===== src/rtl/sbox_pkg.sv =====
// AES S-box composite-field helpers: GF(2^2)/GF(2^4) arithmetic over
// GF(((2^2)^2)^2), basis-change matrices and the AES affine transforms.
package sbox_pkg;

  typedef logic [3:0] gf4_t;
  typedef logic [1:0] gf2_t;

  // Basis-change matrices. Byte i of each constant is the row for output
  // bit i: that output bit is the parity of (row & input).
  localparam logic [63:0] ISO_MAP = 64'hA0DE_ACAE_C69E_5243;
  localparam logic [63:0] INV_MAP = 64'hE244_6276_3E9E_3075;

  // GF(2^4) = GF(2^2)[x]/(x^2+x+PHI), GF(2^8) = GF(2^4)[x]/(x^2+x+LAMBDA)
  localparam gf4_t LAMBDA = 4'hC;
  localparam gf2_t PHI    = 2'b10;

  localparam logic [7:0] AFFINE_C     = 8'h63;
  localparam logic [7:0] INV_AFFINE_C = 8'h05;

  function automatic logic [7:0] mat_mul8(input logic [63:0] m, input logic [7:0] x);
    logic [7:0] y;
    y = 8'h00;
    for (int i = 0; i < 8; i++) y[i] = ^(m[8*i +: 8] & x);
    return y;
  endfunction

  // GF(2^2) over x^2+x+1
  function automatic gf2_t gf2_mul(input gf2_t a, input gf2_t b);
    gf2_t r;
    r[1] = (a[1] & b[1]) ^ (a[0] & b[1]) ^ (a[1] & b[0]);
    r[0] = (a[1] & b[1]) ^ (a[0] & b[0]);
    return r;
  endfunction

  // Squaring in GF(2^2) is also its multiplicative inverse.
  function automatic gf2_t gf2_sq(input gf2_t a);
    return {a[1], a[1] ^ a[0]};
  endfunction

  function automatic gf4_t gf4_mul(input gf4_t a, input gf4_t b);
    gf2_t hh, hl, lh, ll;
    hh = gf2_mul(a[3:2], b[3:2]);
    hl = gf2_mul(a[3:2], b[1:0]);
    lh = gf2_mul(a[1:0], b[3:2]);
    ll = gf2_mul(a[1:0], b[1:0]);
    return {hh ^ hl ^ lh, gf2_mul(hh, PHI) ^ ll};
  endfunction

  function automatic gf4_t gf4_sq(input gf4_t a);
    gf2_t h2, l2;
    h2 = gf2_sq(a[3:2]);
    l2 = gf2_sq(a[1:0]);
    return {h2, gf2_mul(h2, PHI) ^ l2};
  endfunction

  function automatic logic [7:0] affine_fwd(input logic [7:0] b);
    return b ^ {b[6:0], b[7]} ^ {b[5:0], b[7:6]} ^ {b[4:0], b[7:5]}
             ^ {b[3:0], b[7:4]} ^ AFFINE_C;
  endfunction

  function automatic logic [7:0] affine_inv(input logic [7:0] x);
    return {x[6:0], x[7]} ^ {x[4:0], x[7:5]} ^ {x[1:0], x[7:2]} ^ INV_AFFINE_C;
  endfunction

endpackage


===== src/rtl/sbox_pipeline_gf2_4_inverse.sv =====
// Combinational GF(2^4) inverse built from GF(2^2) primitives.
// Zero maps to zero naturally (d = 0 gives a zero result).
module gf2_4_inverse
  import sbox_pkg::*;
(
  input  gf4_t a,
  output gf4_t a_inv
);

  gf2_t h, l, d, d_inv;

  assign h     = a[3:2];
  assign l     = a[1:0];
  assign d     = gf2_mul(gf2_sq(h), PHI) ^ gf2_mul(h, l) ^ gf2_sq(l);
  assign d_inv = gf2_sq(d);
  assign a_inv = {gf2_mul(h, d_inv), gf2_mul(h ^ l, d_inv)};

endmodule


===== src/rtl/sbox_pipeline.sv =====
// Three-stage AES S-box (forward/inverse per byte) with valid/ready flow
// control and a sideband tag that travels with each byte.
module sbox_pipeline
  import sbox_pkg::*;
#(
  parameter int TAG_W      = 4,
  parameter bit ENABLE_INV = 1'b1
) (
  input  logic             clk,
  input  logic             rst_n,
  input  logic             flush,
  input  logic             in_valid,
  output logic             in_ready,
  input  logic [7:0]       in_data,
  input  logic             in_mode,
  input  logic [TAG_W-1:0] in_tag,
  output logic             out_valid,
  input  logic             out_ready,
  output logic [7:0]       out_data,
  output logic [TAG_W-1:0] out_tag
);

  logic             s1_valid_reg, s1_mode_reg;
  logic [TAG_W-1:0] s1_tag_reg;
  gf4_t             s1_ah_reg, s1_al_reg;

  logic             s2_valid_reg, s2_mode_reg;
  logic [TAG_W-1:0] s2_tag_reg;
  gf4_t             s2_ah_reg, s2_al_reg, s2_dinv_reg;

  logic       adv1, adv2, adv3;
  logic       in_fire, s2_load, s3_load;
  logic       mode_eff;
  logic [7:0] x_pre, x_iso;
  gf4_t       d, dinv;
  logic [7:0] y_iso, y_lin, y_out;

  // Advance chain: a stage moves when the next one is empty or moving.
  assign adv3     = out_valid & out_ready;
  assign adv2     = s2_valid_reg & (~out_valid | adv3);
  assign adv1     = s1_valid_reg & (~s2_valid_reg | adv2);
  assign in_ready = ~s1_valid_reg | adv1;
  assign in_fire  = in_valid & in_ready & ~flush;
  assign s2_load  = adv1 & ~flush;
  assign s3_load  = adv2 & ~flush;

  // Decrypt bytes are pre-processed by the inverse affine before inversion.
  generate
    if (ENABLE_INV) begin : g_inv_front
      assign mode_eff = in_mode;
      assign x_pre    = in_mode ? affine_inv(in_data) : in_data;
    end else begin : g_fwd_front
      assign mode_eff = 1'b0;
      assign x_pre    = in_data;
    end
  endgenerate

  assign x_iso = mat_mul8(ISO_MAP, x_pre);

  // Norm of the GF((2^4)^2) element, inverted in GF(2^4).
  assign d = gf4_mul(gf4_sq(s1_ah_reg), LAMBDA) ^ gf4_mul(s1_ah_reg, s1_al_reg)
           ^ gf4_sq(s1_al_reg);

  gf2_4_inverse u_inv (
    .a     (d),
    .a_inv (dinv)
  );

  assign y_iso = {gf4_mul(s2_ah_reg, s2_dinv_reg),
                  gf4_mul(s2_ah_reg ^ s2_al_reg, s2_dinv_reg)};
  assign y_lin = mat_mul8(INV_MAP, y_iso);

  // Encrypt bytes finish with the forward affine; decrypt bytes leave as-is.
  generate
    if (ENABLE_INV) begin : g_inv_back
      assign y_out = s2_mode_reg ? y_lin : affine_fwd(y_lin);
    end else begin : g_fwd_back
      assign y_out = affine_fwd(y_lin);
    end
  endgenerate

  // Stage 1: capture mode, tag and the isomorphic image of the input byte.
  always_ff @(posedge clk or negedge rst_n) begin
    if (!rst_n) begin
      s1_valid_reg <= 1'b0;
      s1_mode_reg  <= 1'b0;
      s1_tag_reg   <= '0;
      s1_ah_reg    <= '0;
      s1_al_reg    <= '0;
    end else begin
      if (flush)        s1_valid_reg <= 1'b0;
      else if (in_fire) s1_valid_reg <= 1'b1;
      else if (adv1)    s1_valid_reg <= 1'b0;
      if (in_fire) begin
        s1_mode_reg <= mode_eff;
        s1_tag_reg  <= in_tag;
        s1_ah_reg   <= x_iso[7:4];
        s1_al_reg   <= x_iso[3:0];
      end
    end
  end

  // Stage 2: carry the nibbles forward together with the inverted norm.
  always_ff @(posedge clk or negedge rst_n) begin
    if (!rst_n) begin
      s2_valid_reg <= 1'b0;
      s2_mode_reg  <= 1'b0;
      s2_tag_reg   <= '0;
      s2_ah_reg    <= '0;
      s2_al_reg    <= '0;
      s2_dinv_reg  <= '0;
    end else begin
      if (flush)     s2_valid_reg <= 1'b0;
      else if (adv1) s2_valid_reg <= 1'b1;
      else if (adv2) s2_valid_reg <= 1'b0;
      if (s2_load) begin
        s2_mode_reg <= s1_mode_reg;
        s2_tag_reg  <= s1_tag_reg;
        s2_ah_reg   <= s1_ah_reg;
        s2_al_reg   <= s1_al_reg;
        s2_dinv_reg <= dinv;
      end
    end
  end

  // Stage 3: output register; holds steady while the consumer stalls.
  always_ff @(posedge clk or negedge rst_n) begin
    if (!rst_n) begin
      out_valid <= 1'b0;
      out_data  <= 8'h00;
      out_tag   <= '0;
    end else begin
      if (flush)     out_valid <= 1'b0;
      else if (adv2) out_valid <= 1'b1;
      else if (adv3) out_valid <= 1'b0;
      if (s3_load) begin
        out_data <= y_out;
        out_tag  <= s2_tag_reg;
      end
    end
  end

endmodule


===== config.mk =====
export PLATFORM = sky130hd
export DESIGN_NAME = sbox_pipeline
export DESIGN_NICKNAME = d
export VERILOG_FILES = /design/src/rtl/sbox_pkg.sv /design/src/rtl/sbox_pipeline_gf2_4_inverse.sv /design/src/rtl/sbox_pipeline.sv
export SDC_FILE = /design/constraint.sdc
export NUM_CORES = 1
export LEC_CHECK = 0
export BUFFER_PORTS_ARGS = -buffer_cell sky130_fd_sc_hd__buf_2
export CORE_MARGIN = 5
export CORE_UTILIZATION = 35
export CTS_CLUSTER_SIZE = 12
export DETAILED_ROUTE_END_ITERATION = 6
export GPL_TIMING_DRIVEN = 0
export REMOVE_ABC_BUFFERS = 1
export SLEW_MARGIN = 15
export SYNTH_ARGS = -nofsm -noshare
export SYNTH_HDL_FRONTEND = slang
export SYNTH_SLANG_ARGS = --single-unit

===== constraint.sdc =====
create_clock -name clk -period 8.05 [get_ports clk]
set_input_delay 1.61 -clock clk [delete_from_list [all_inputs] [get_ports clk]]
set_output_delay 1.61 -clock clk [all_outputs]
set_load 0.01 [all_outputs]

==> impl_metrics.csv, run 1 <==
group,metric,value,unit
clocking,path_clk_slew,90,ps
finish,final_core_util,0.3847,
die,core,0.01014,mm²
finish,diodes,0,
yosys,ys_ff_latch,45,
finish,largest_register_ff_count,8,
run,maxCapViolCount,0,
clocking,h-tree-depth,2,
yosys,yosysSeqAreaShare,0.3145,
clocking,cts_buffer_depth,2,
route,drt_iter0_drc,81,
route,viasPerCell,4.769,
route,routed_wl,6376,µm
grt,grt_pass1_vias,2539,
yosys,syn_avg_cell_area,8.952,µm²
yosys,synth_cells,400,
timing,tightestPinTransition,1080,ps
timing,setup_viol,0,
clocking,hold_buffers,0,
finish,layout-drive-gt1-share,0.1854,
clocking,cts_inserted_buffers,5,
setup_path,cp_max_fo,6,
route,met1_length,3008,µm
clocking,cts_tree,"done",
route,route.met2.wl,3180,µm
placed_design,dp_hpwl,4851,µm
finish,largest-register,"out_data",
die,boundaryPins,32,
die,start_util,0.3532,
timing,finalHoldViolCount,0,
route,route.met3.wl,122,µm
finish,syn2layout_area_growth,8.910,%
setup_path,worstSetupPathType,"in2out",
yosys,syn-cell-area,0.003581,mm²
clocking,clockRootBuffer,"clkbuf_8",
timing,setup_tns,0,ps
route,vias,2604,
yosys,netlist.area_leader.share,0.3145,
setup_path,end_kind,"output pin",
timing,fmax,252.1,MHz
grt,gr-total-overflow,0,
timing,finalCriticalPeriod,3967,ps
yosys,async_reset_ff_frac,1.000,
yosys,synthTopCellsByArea,"dfrtp_1, xnor2_1, nand2_1",
placed_design,port_buffers,31,
die,dieWidth,111.2,µm
die,num_rows,37,
clocking,cts_resized,0,
timing,rsz0062_at_grt,"no",
yosys,yosys.area.top_type,"dfrtp_1",
hold_path,hp-class,"reg2reg",
grt,grt_first_pass_wirelength,11400,µm
clocking,clock-sinks,45,
die,die_height,111.2,µm
clocking,postCtsSetupBuffers,0,
grt,track_usage,0.1068,
finish,fillers,1033,
yosys,synth_edf_count,0,
route,wire_per_inst,11.68,µm
timing,fin_worst_skew,6.519,ps
route,drtPass1Iterations,4,
outcome,status,"finished, final reports clean",
yosys,synth_cell_types,52,
route,route.detailed.drc,0,
timing,maxSlewViolCount,0,
finish,finalNetCount,428,
route,routed.top_layer,"met4",
grt,grt_max_degree,46,
yosys,synth_ff_type,"dfrtp_1",
placed_design,gp_congestion,0.8197,
clocking,clk_latency,300,ps
setup_path,required,6440,ps
setup_path,start_kind,"input port",
route,drtAntennaViolNets,0,
yosys,yosys_warnings,0,
grt,grt_antenna_before_repair,0,
setup_path,crit_arrival,2360,ps
die,die_area,0.01235,mm²
timing,finalCritPeriodShare,0.4928,
timing,relSlewSlack,0.2751,
area by class of cell:
class	instances	area, µm²	share of cell area
Tap cell	136	170.2	0.04363
Sequential cell	45	1126	0.2887
Clock inverter	3	47.55	0.01219
Timing Repair Buffer	31	155.1	0.03978
Inverter	8	30.03	0.007700
Clock buffer	5	68.82	0.01765
Multi-Input combinational cell	318	2302	0.5903
per-layer routing:
layer | up-vias | GRT usage
met4 | 0 | 0.02920
li1 | 1336 | -
met1 | 1235 | 0.1360
met5 | - | 0
met2 | 27 | 0.1877
met3 | 6 | 0.01692
final timing paths:
kind                          startpoint              to  slack (ps)  cells after the start
hold / removal             s2_tag_reg[1]      out_tag[1]         480                      2
setup / recovery               out_ready        in_ready        4080                      4
max in group asynchronous          rst_n    s2_ah_reg[3]        6000                      1
min in group asynchronous          rst_n   s1_tag_reg[0]        1450                      1
hold reg to reg            s2_tag_reg[1]      out_tag[1]         480                      2
setup reg to reg            s1_al_reg[2]  s2_dinv_reg[1]        4800                     10
cell usage in the layout, fill, tap and decap left out, types with 3 or more instances in the layout:
| cell type | netlist | final |
|---|---|---|
| buf_2 | 5 | 31 |
| mux2_2 | 19 | 19 |
| dfrtp_1 | 45 | 45 |
| nor3b_1 | 3 | 3 |
| a21oi_1 | 20 | 20 |
| nand3b_1 | 5 | 5 |
| xnor2_2 | 2 | 3 |
| clkbuf_8 | 0 | 5 |
| o21ai_0 | 23 | 23 |
| o21ai_1 | 7 | 7 |
| xnor2_1 | 59 | 58 |
| xnor3_1 | 4 | 4 |
| xor2_2 | 6 | 6 |
| xor2_1 | 21 | 21 |
| nand2b_1 | 3 | 3 |
| inv_1 | 8 | 8 |
| nor2_1 | 18 | 18 |
| nor2b_1 | 9 | 9 |
| nand2_1 | 71 | 71 |
| mux2i_1 | 10 | 10 |
per-stage QoR:
step	instances	hold slack [ps]	area (µm²)	worst slack (ps)
final	546	476.3	3900	4083
after global routing	546	514.0	3900	3983
after CTS	546	484.4	3892	4075
after detailed placement	538	459.3	3776	4078
after global placement	538	456.0	3776	4108
after floorplan	371	433.1	3451	4393
cell families (layout without fill, tap and decap cells):
family          count (synthesis)  count (layout)  share of synthesized area
xor+xnor                       92              92                     0.2572
flops                          45              45                     0.3145
compound gates                 67              67                     0.1160
fa+ha+maj                       1               1                   0.003494
buf+inv                        37              47                    0.04472
mux                            31              31                    0.09574
simple gates                  127             127                     0.1684
cell usage after synthesis (3+ instances only):
cell,instances
a21oi_1,20
buf_2,5
clkbuf_1,19
dfrtp_1,45
inv_1,8
mux2_2,19
mux2i_1,10
nand2_1,71
nand2b_1,3
nand3b_1,5
nor2_1,18
nor2b_1,9
nor3b_1,3
o21ai_0,23
o21ai_1,7
xnor2_1,59
xnor3_1,4
xor2_1,21
xor2_2,6
worst max-delay path, cell delays in order:
cell     delay [ps]
buf_2            90
nor2b_1         300
nand3_1         180
buf_2           170
Power of run 1 is not shown: default switching activity piles up to over one toggle a cycle in this logic, so the estimate is an artifact.
==> run 2: changes to the inputs <==
--- a/config.mk
+++ b/config.mk
@@ -5,6 +5,7 @@
 export SDC_FILE = /design/constraint.sdc
 export NUM_CORES = 1
 export LEC_CHECK = 0
+export ABC_AREA = 1
 export BUFFER_PORTS_ARGS = -buffer_cell sky130_fd_sc_hd__buf_2
 export CORE_MARGIN = 5
 export CORE_UTILIZATION = 35
==> constraint.sdc (replaced) <==
create_clock -name clk -period 3.28 [get_ports clk]
set_input_delay 0.656 -clock clk [delete_from_list [all_inputs] [get_ports clk]]
set_output_delay 0.656 -clock clk [all_outputs]
set_load 0.01 [all_outputs]
==> run 2 against run 1 <==
Cell count increased by 60%. Critical path depth is 15 higher. Sequential share of layout area down 5.2 points. Core utilization is 0.94 points higher. Worst hold slack better by 3.7 ps. Critical path type is now reg2reg. Highest routed layer unchanged.
==> impl_metrics.csv, run 2 <==
group,metric,value,unit
die,num_rows,40,
timing,fin_worst_skew,7.178,ps
setup_path,crit_arrival,3000,ps
finish,syn2layout_area_growth,9.703,%
clocking,path_clk_slew,70,ps
setup_path,slowest_stage,"dfrtp_1",
finish,largest_register_ff_count,8,
yosys,synth_cells,683,
grt,grt_antenna_before_repair,0,
route,drt_iter0_drc,224,
finish,diodes,0,
timing,relSlewSlack,0.3265,
timing,finalCritPeriodShare,0.8593,
clocking,clockRootBuffer,"clkbuf_16",
route,drtAntennaViolNets,0,
route,route.detailed.drc,0,
die,die_area,0.01471,mm²
clocking,postCtsSetupBuffers,0,
yosys,ys_ff_latch,45,
setup_path,cp_max_fo,9,
placed_design,gp_congestion,0.8590,
placed_design,dp_hpwl,7226,µm
clocking,clk_latency,290,ps
route,vias,3888,
route,wire_per_inst,10.29,µm
grt,track_usage,0.1280,
timing,maxSlewViolCount,0,
clocking,cts_tree,"done",
hold_path,hp-class,"reg2reg",
finish,layout-drive-gt1-share,0.1528,
die,core,0.01206,mm²
placed_design,port_buffers,31,
setup_path,start_kind,"flop",
yosys,yosysMostFrequentCell,"nand2_1",
clocking,cts_buffer_depth,2,
route,viasPerCell,4.443,
yosys,synth_edf_count,0,
yosys,synthTopCellsByArea,"dfrtp_1, nand2_1, xor2_1",
yosys,synth_cell_types,31,
grt,grt_max_degree,46,
clocking,cts_resized,0,
finish,largest-register,"out_data",
clocking,h-tree-depth,2,
clocking,cts_inserted_buffers,5,
yosys,yosys.area.top_type,"dfrtp_1",
grt,grt_first_pass_wirelength,16150,µm
outcome,status,"finished, final reports clean",
timing,finalCriticalPeriod,2819,ps
finish,finalNetCount,725,
yosys,synth_ff_type,"dfrtp_1",
setup_path,worstSetupPathType,"reg2reg",
yosys,synthTopCellsByCount,"nand2_1, inv_1, nand3_1",
die,boundaryPins,32,
timing,fmax,354.8,MHz
yosys,syn-cell-area,0.004333,mm²
timing,setup_viol,0,
timing,setup_tns,0,ps
setup_path,end_kind,"flop",
grt,gr-total-overflow,0,
clocking,clock-sinks,45,
setup_path,max_stage_delay,650,ps
setup_path,worstPathCellList,"nand2_1 -> xnor2_2 -> nand2_1 -> nand2_1 -> nand2_1 -> nand2_1 -> inv_1 -> ha_1 -> nand3b_1 -> nand2_1 -> inv_1 -> nand2_1 -> nand2_1 -> inv_1 -> nand2_1 -> nand2_2 -> nand3_1 -> nand3_1 -> nand2_1",
finish,fillers,1278,
timing,rsz0062_at_grt,"no",
die,die_height,121.3,µm
run,maxCapViolCount,0,
route,routed_wl,9001,µm
finish,final_cell_mix,"nand2_1, inv_1, nand3_1",
yosys,netlist.area_leader.share,0.2599,
setup_path,required,3460,ps
timing,tightestPinTransition,1010,ps
yosys,yosys_warnings,0,
die,dieWidth,121.3,µm
yosys,yosysSeqAreaShare,0.2599,
yosys,async_reset_ff_frac,1.000,
timing,finalHoldViolCount,0,
yosys,syn_avg_cell_area,6.344,µm²
route,drtPass1Iterations,4,
finish,final_common_cell,"nand2_1",
setup_path,cpMostUsedCell,"nand2_1",
grt,grt_pass1_vias,3679,
die,start_util,0.3592,
clocking,hold_buffers,0,
## run 2: cell count changes after synthesis, sizes merged, moves of 8 or more
cell    before  now
a21oi       20   10
mux2        20    0
nand3        1   56
o21ai       30   45
xor2        27   35
clkbuf      19    5
nor2b        9    0
mux2i       11    1
nand2       71  334
xnor2       61   33
inv          8   76
## run 2: path summary, 6_finish.rpt
path                                from             end  slack (ps)  depth (start not counted)
hold reg to reg            s2_tag_reg[0]      out_tag[0]         480                          2
min in group asynchronous          rst_n     out_data[2]         530                          1
setup / recovery            s1_ah_reg[3]  s2_dinv_reg[3]         460                         19
max in group asynchronous          rst_n    s1_ah_reg[1]        2110                          1
hold / removal             s2_tag_reg[0]      out_tag[0]         480                          2
setup reg to reg            s1_ah_reg[3]  s2_dinv_reg[3]         460                         19
## run 2: through the flow
stage          cell area [µm²]  hold slack [ps]  setup slack (ps)  instances  utilization
2_1_floorplan             4234            360.4             795.8        668            -
3_3_place_gp              4599            457.5             495.3        867       0.3813
3_5_place_dp              4599            458.8             466.3        867       0.3813
4_1_cts                   4753            481.7             444.4        875       0.3941
5_1_grt                   4753            495.5             83.22        875       0.3941
6_report                  4753            480.0             461.4        875       0.3941
## run 2: kinds of logic (layout without fill, tap and decap cells)
group | count (synthesis) | after routing | synth area share
fa+ha+maj | 1 | 1 | 0.002887
compound gates | 57 | 57 | 0.06757
mux | 1 | 1 | 0.002310
xor+xnor | 68 | 68 | 0.1539
simple gates | 417 | 417 | 0.4222
flops | 45 | 45 | 0.2599
buf+inv | 94 | 118 | 0.09125
## run 2: critical path: cells and delay by family, from the launching register on
family	cells	cell delay (ps)
buffers and inverters	3	230
AND/OR/NAND/NOR	14	1330
flip-flops	1	650
XOR/XNOR	1	280
adder cells (fa/ha/maj)	1	210
## run 2: layer usage
metal / share of wire / global-route usage
met4: 0.011 / 0.03151
met3: 0.023 / 0.01538
met5: 0 / 0
met1: 0.49 / 0.1733
met2: 0.47 / 0.2174
## run 2: layout make-up
type	instances	area, µm²	area share
Clock inverter	3	28.78	0.006054
Multi-Input combinational cell	544	2811	0.5915
Timing Repair Buffer	31	155.1	0.03264
Inverter	79	296.5	0.06238
Clock buffer	5	125.1	0.02632
Tap cell	168	210.2	0.04422
Sequential cell	45	1126	0.2369
Power of run 2 is left out for the same reason.
==> run 3: changes to the inputs <==
--- a/config.mk
+++ b/config.mk
@@ -8,11 +8,11 @@
 export ABC_AREA = 1
 export BUFFER_PORTS_ARGS = -buffer_cell sky130_fd_sc_hd__buf_2
 export CORE_MARGIN = 5
-export CORE_UTILIZATION = 35
+export CORE_UTILIZATION = 56
 export CTS_CLUSTER_SIZE = 12
 export DETAILED_ROUTE_END_ITERATION = 6
 export GPL_TIMING_DRIVEN = 0
-export REMOVE_ABC_BUFFERS = 1
+export PLACE_DENSITY = 0.78
 export SLEW_MARGIN = 15
 export SYNTH_ARGS = -nofsm -noshare
 export SYNTH_HDL_FRONTEND = slang
==> run 3 against run 2 <==
Non-clock buffer count rose by 15. Core utilization rose by 22 points. Maximum frequency increased by 2.0%. Cell area decreased by 1.0%. Wire length grew 1.9%. First-iteration DRC count shrank 32%. Via count increased by 5.0%. Largest cell class unchanged. Highest routed layer unchanged.
==> impl_metrics.csv, run 3 (synthesis results as in run 2) <==
group,metric,value,unit
outcome,status,"finished, final reports clean",
route,drtAntennaViolNets,0,
timing,maxSlewViolCount,0,
die,dieWidth,97.96,µm
run,maxCapViolCount,0,
grt,track_usage,0.1978,
setup_path,r2r_end,"s2_dinv_reg[1]",
grt,grt_max_degree,46,
timing,setup_tns,0,ps
finish,final_cell_mix,"nand2_1, inv_1, nand3_1",
clocking,h-tree-depth,2,
finish,layout-drive-gt1-share,0.1648,
die,num_rows,32,
setup_path,start_kind,"flop",
die,start_util,0.5666,
clocking,clk_latency,300,ps
hold_path,hp-class,"reg2reg",
timing,whs,474.7,ps
setup_path,r2r-start,"s1_ah_reg[3]",
grt,grt_pass1_vias,3901,
clocking,clockRootBuffer,"clkbuf_8",
clocking,path_clk_slew,90,ps
timing,finalCriticalPeriod,2762,ps
route,drt_iter0_drc,152,
finish,finalNetCount,740,
setup_path,cp_max_fo,9,
setup_path,crit_arrival,2950,ps
timing,finalHoldViolCount,0,
setup_path,r2r_cells,19,
route,route.detailed.drc,0,
clocking,cts_tree,"done",
clocking,clock-sinks,45,
setup_path,end_kind,"flop",
clocking,cts_inserted_buffers,5,
grt,gr-total-overflow,0,
setup_path,rrSetupSlack,520,ps
timing,relSlewSlack,0.3517,
placed_design,gp_congestion,0.8729,
clocking,cts_resized,0,
route,routed_wl,9172,µm
route,vias,4082,
setup_path,crit_start,"s1_ah_reg[3]",
die,core,0.007647,mm²
timing,fmax,362.1,MHz
grt,grt_first_pass_wirelength,16370,µm
finish,diodes,0,
clocking,cts_buffer_depth,2,
timing,tightestPinTransition,972.5,ps
setup_path,worstSetupPathType,"reg2reg",
timing,rsz0062_at_grt,"no",
yosys,syn_nets,702,
setup_path,cp-endpoint,"s2_dinv_reg[1]",
setup_path,required,3470,ps
route,wire_per_inst,11.13,µm
route,viasPerCell,4.954,
finish,final_common_cell,"nand2_1",
timing,setup_viol,0,
clocking,hold_buffers,0,
placed_design,port_buffers,31,
placed_design,place_inst,816,
finish,largest-register,"out_data",
die,die_area,0.009596,mm²
finish,largest_register_ff_count,8,
clocking,postCtsSetupBuffers,0,
finish,syn2layout_area_growth,8.605,%
placed_design,dp_hpwl,7450,µm
finish,fillers,714,
die,die_height,97.96,µm
timing,fin_worst_skew,9.081,ps
finish,fin_cells,824,
timing,finalCritPeriodShare,0.8421,
route,drtPass1Iterations,4,
grt,grt_antenna_before_repair,0,
die,boundaryPins,32,
==> run 3: changes by cell type in the layout (fill, tap and decap cells not counted) <==
cell / previous run / this run
clkbuf_16: 5 / 0
clkbuf_8: 0 / 5
buf_2: 31 / 34
inv_6: 2 / 1
clkinvlp_4: 0 / 1
buf_4: 0 / 4
inv_8: 1 / 0
buf_6: 0 / 3
clkbuf_1: 0 / 4
clkbuf_2: 0 / 1
clkinv_2: 0 / 1
==> run 3: through the flow <==
stage	setup WS (ps)	utilization	instance area (µm²)
floorplan	858.2	-	4333
global placement	618.6	0.6036	4616
detailed placement	530.7	0.6036	4616
CTS	505.0	0.6153	4706
global route	227.4	0.6153	4706
finish	518.0	0.6153	4706
==> run 3: critical path: stages (launching register included) <==
cell and delay, ps:
dfrtp_1 370, buf_4 190, xnor2_1 230, xnor2_1 170
xor2_1 250, nand2_1 110, nand2_1 120, inv_1 90
ha_1 210, nand3b_1 150, nand2_1 80, inv_1 40
nand2_1 40, nand2_1 80, inv_1 110, nand2_1 110
nand2_2 100, nand3_1 70, nand3_1 80, nand2_1 60
==> run 3: area by class of cell <==
cell class,count,area (µm²),share of cell area
Buffer,15,98.84,0.02101
Clock buffer,5,68.82,0.01462
Clock inverter,3,21.27,0.004520
Inverter,79,296.5,0.06302
Multi-Input combinational cell,544,2811,0.5974
Sequential cell,45,1126,0.2393
Tap cell,102,127.6,0.02712
Timing Repair Buffer,31,155.1,0.03297
==> run 3: routing by layer <==
layer	wire length, µm	up-vias	global-route usage
met3	244	10	0.02714
met1	4228	1856	0.2476
met5	0	-	0
met4	95	0	0.05644
li1	-	2172	-
met2	4602	44	0.3545
==> run 3: worst min-delay path by stage <==
| stage | from | endpoint | slack [ps] | cells after the start |
|---|---|---|---|---|
| final | s2_tag_reg[1] | out_tag[1] | 470 | 2 |
| after floorplan | rst_n | out_data[0] | 360 | 0 |
| after global routing | s2_tag_reg[3] | out_tag[3] | 500 | 2 |
| after global placement | s2_tag_reg[1] | out_tag[1] | 450 | 2 |
| after CTS | s2_tag_reg[0] | out_tag[0] | 480 | 2 |
| after detailed placement | s2_tag_reg[0] | out_tag[0] | 460 | 2 |
Power of run 3 is left out for the same reason.
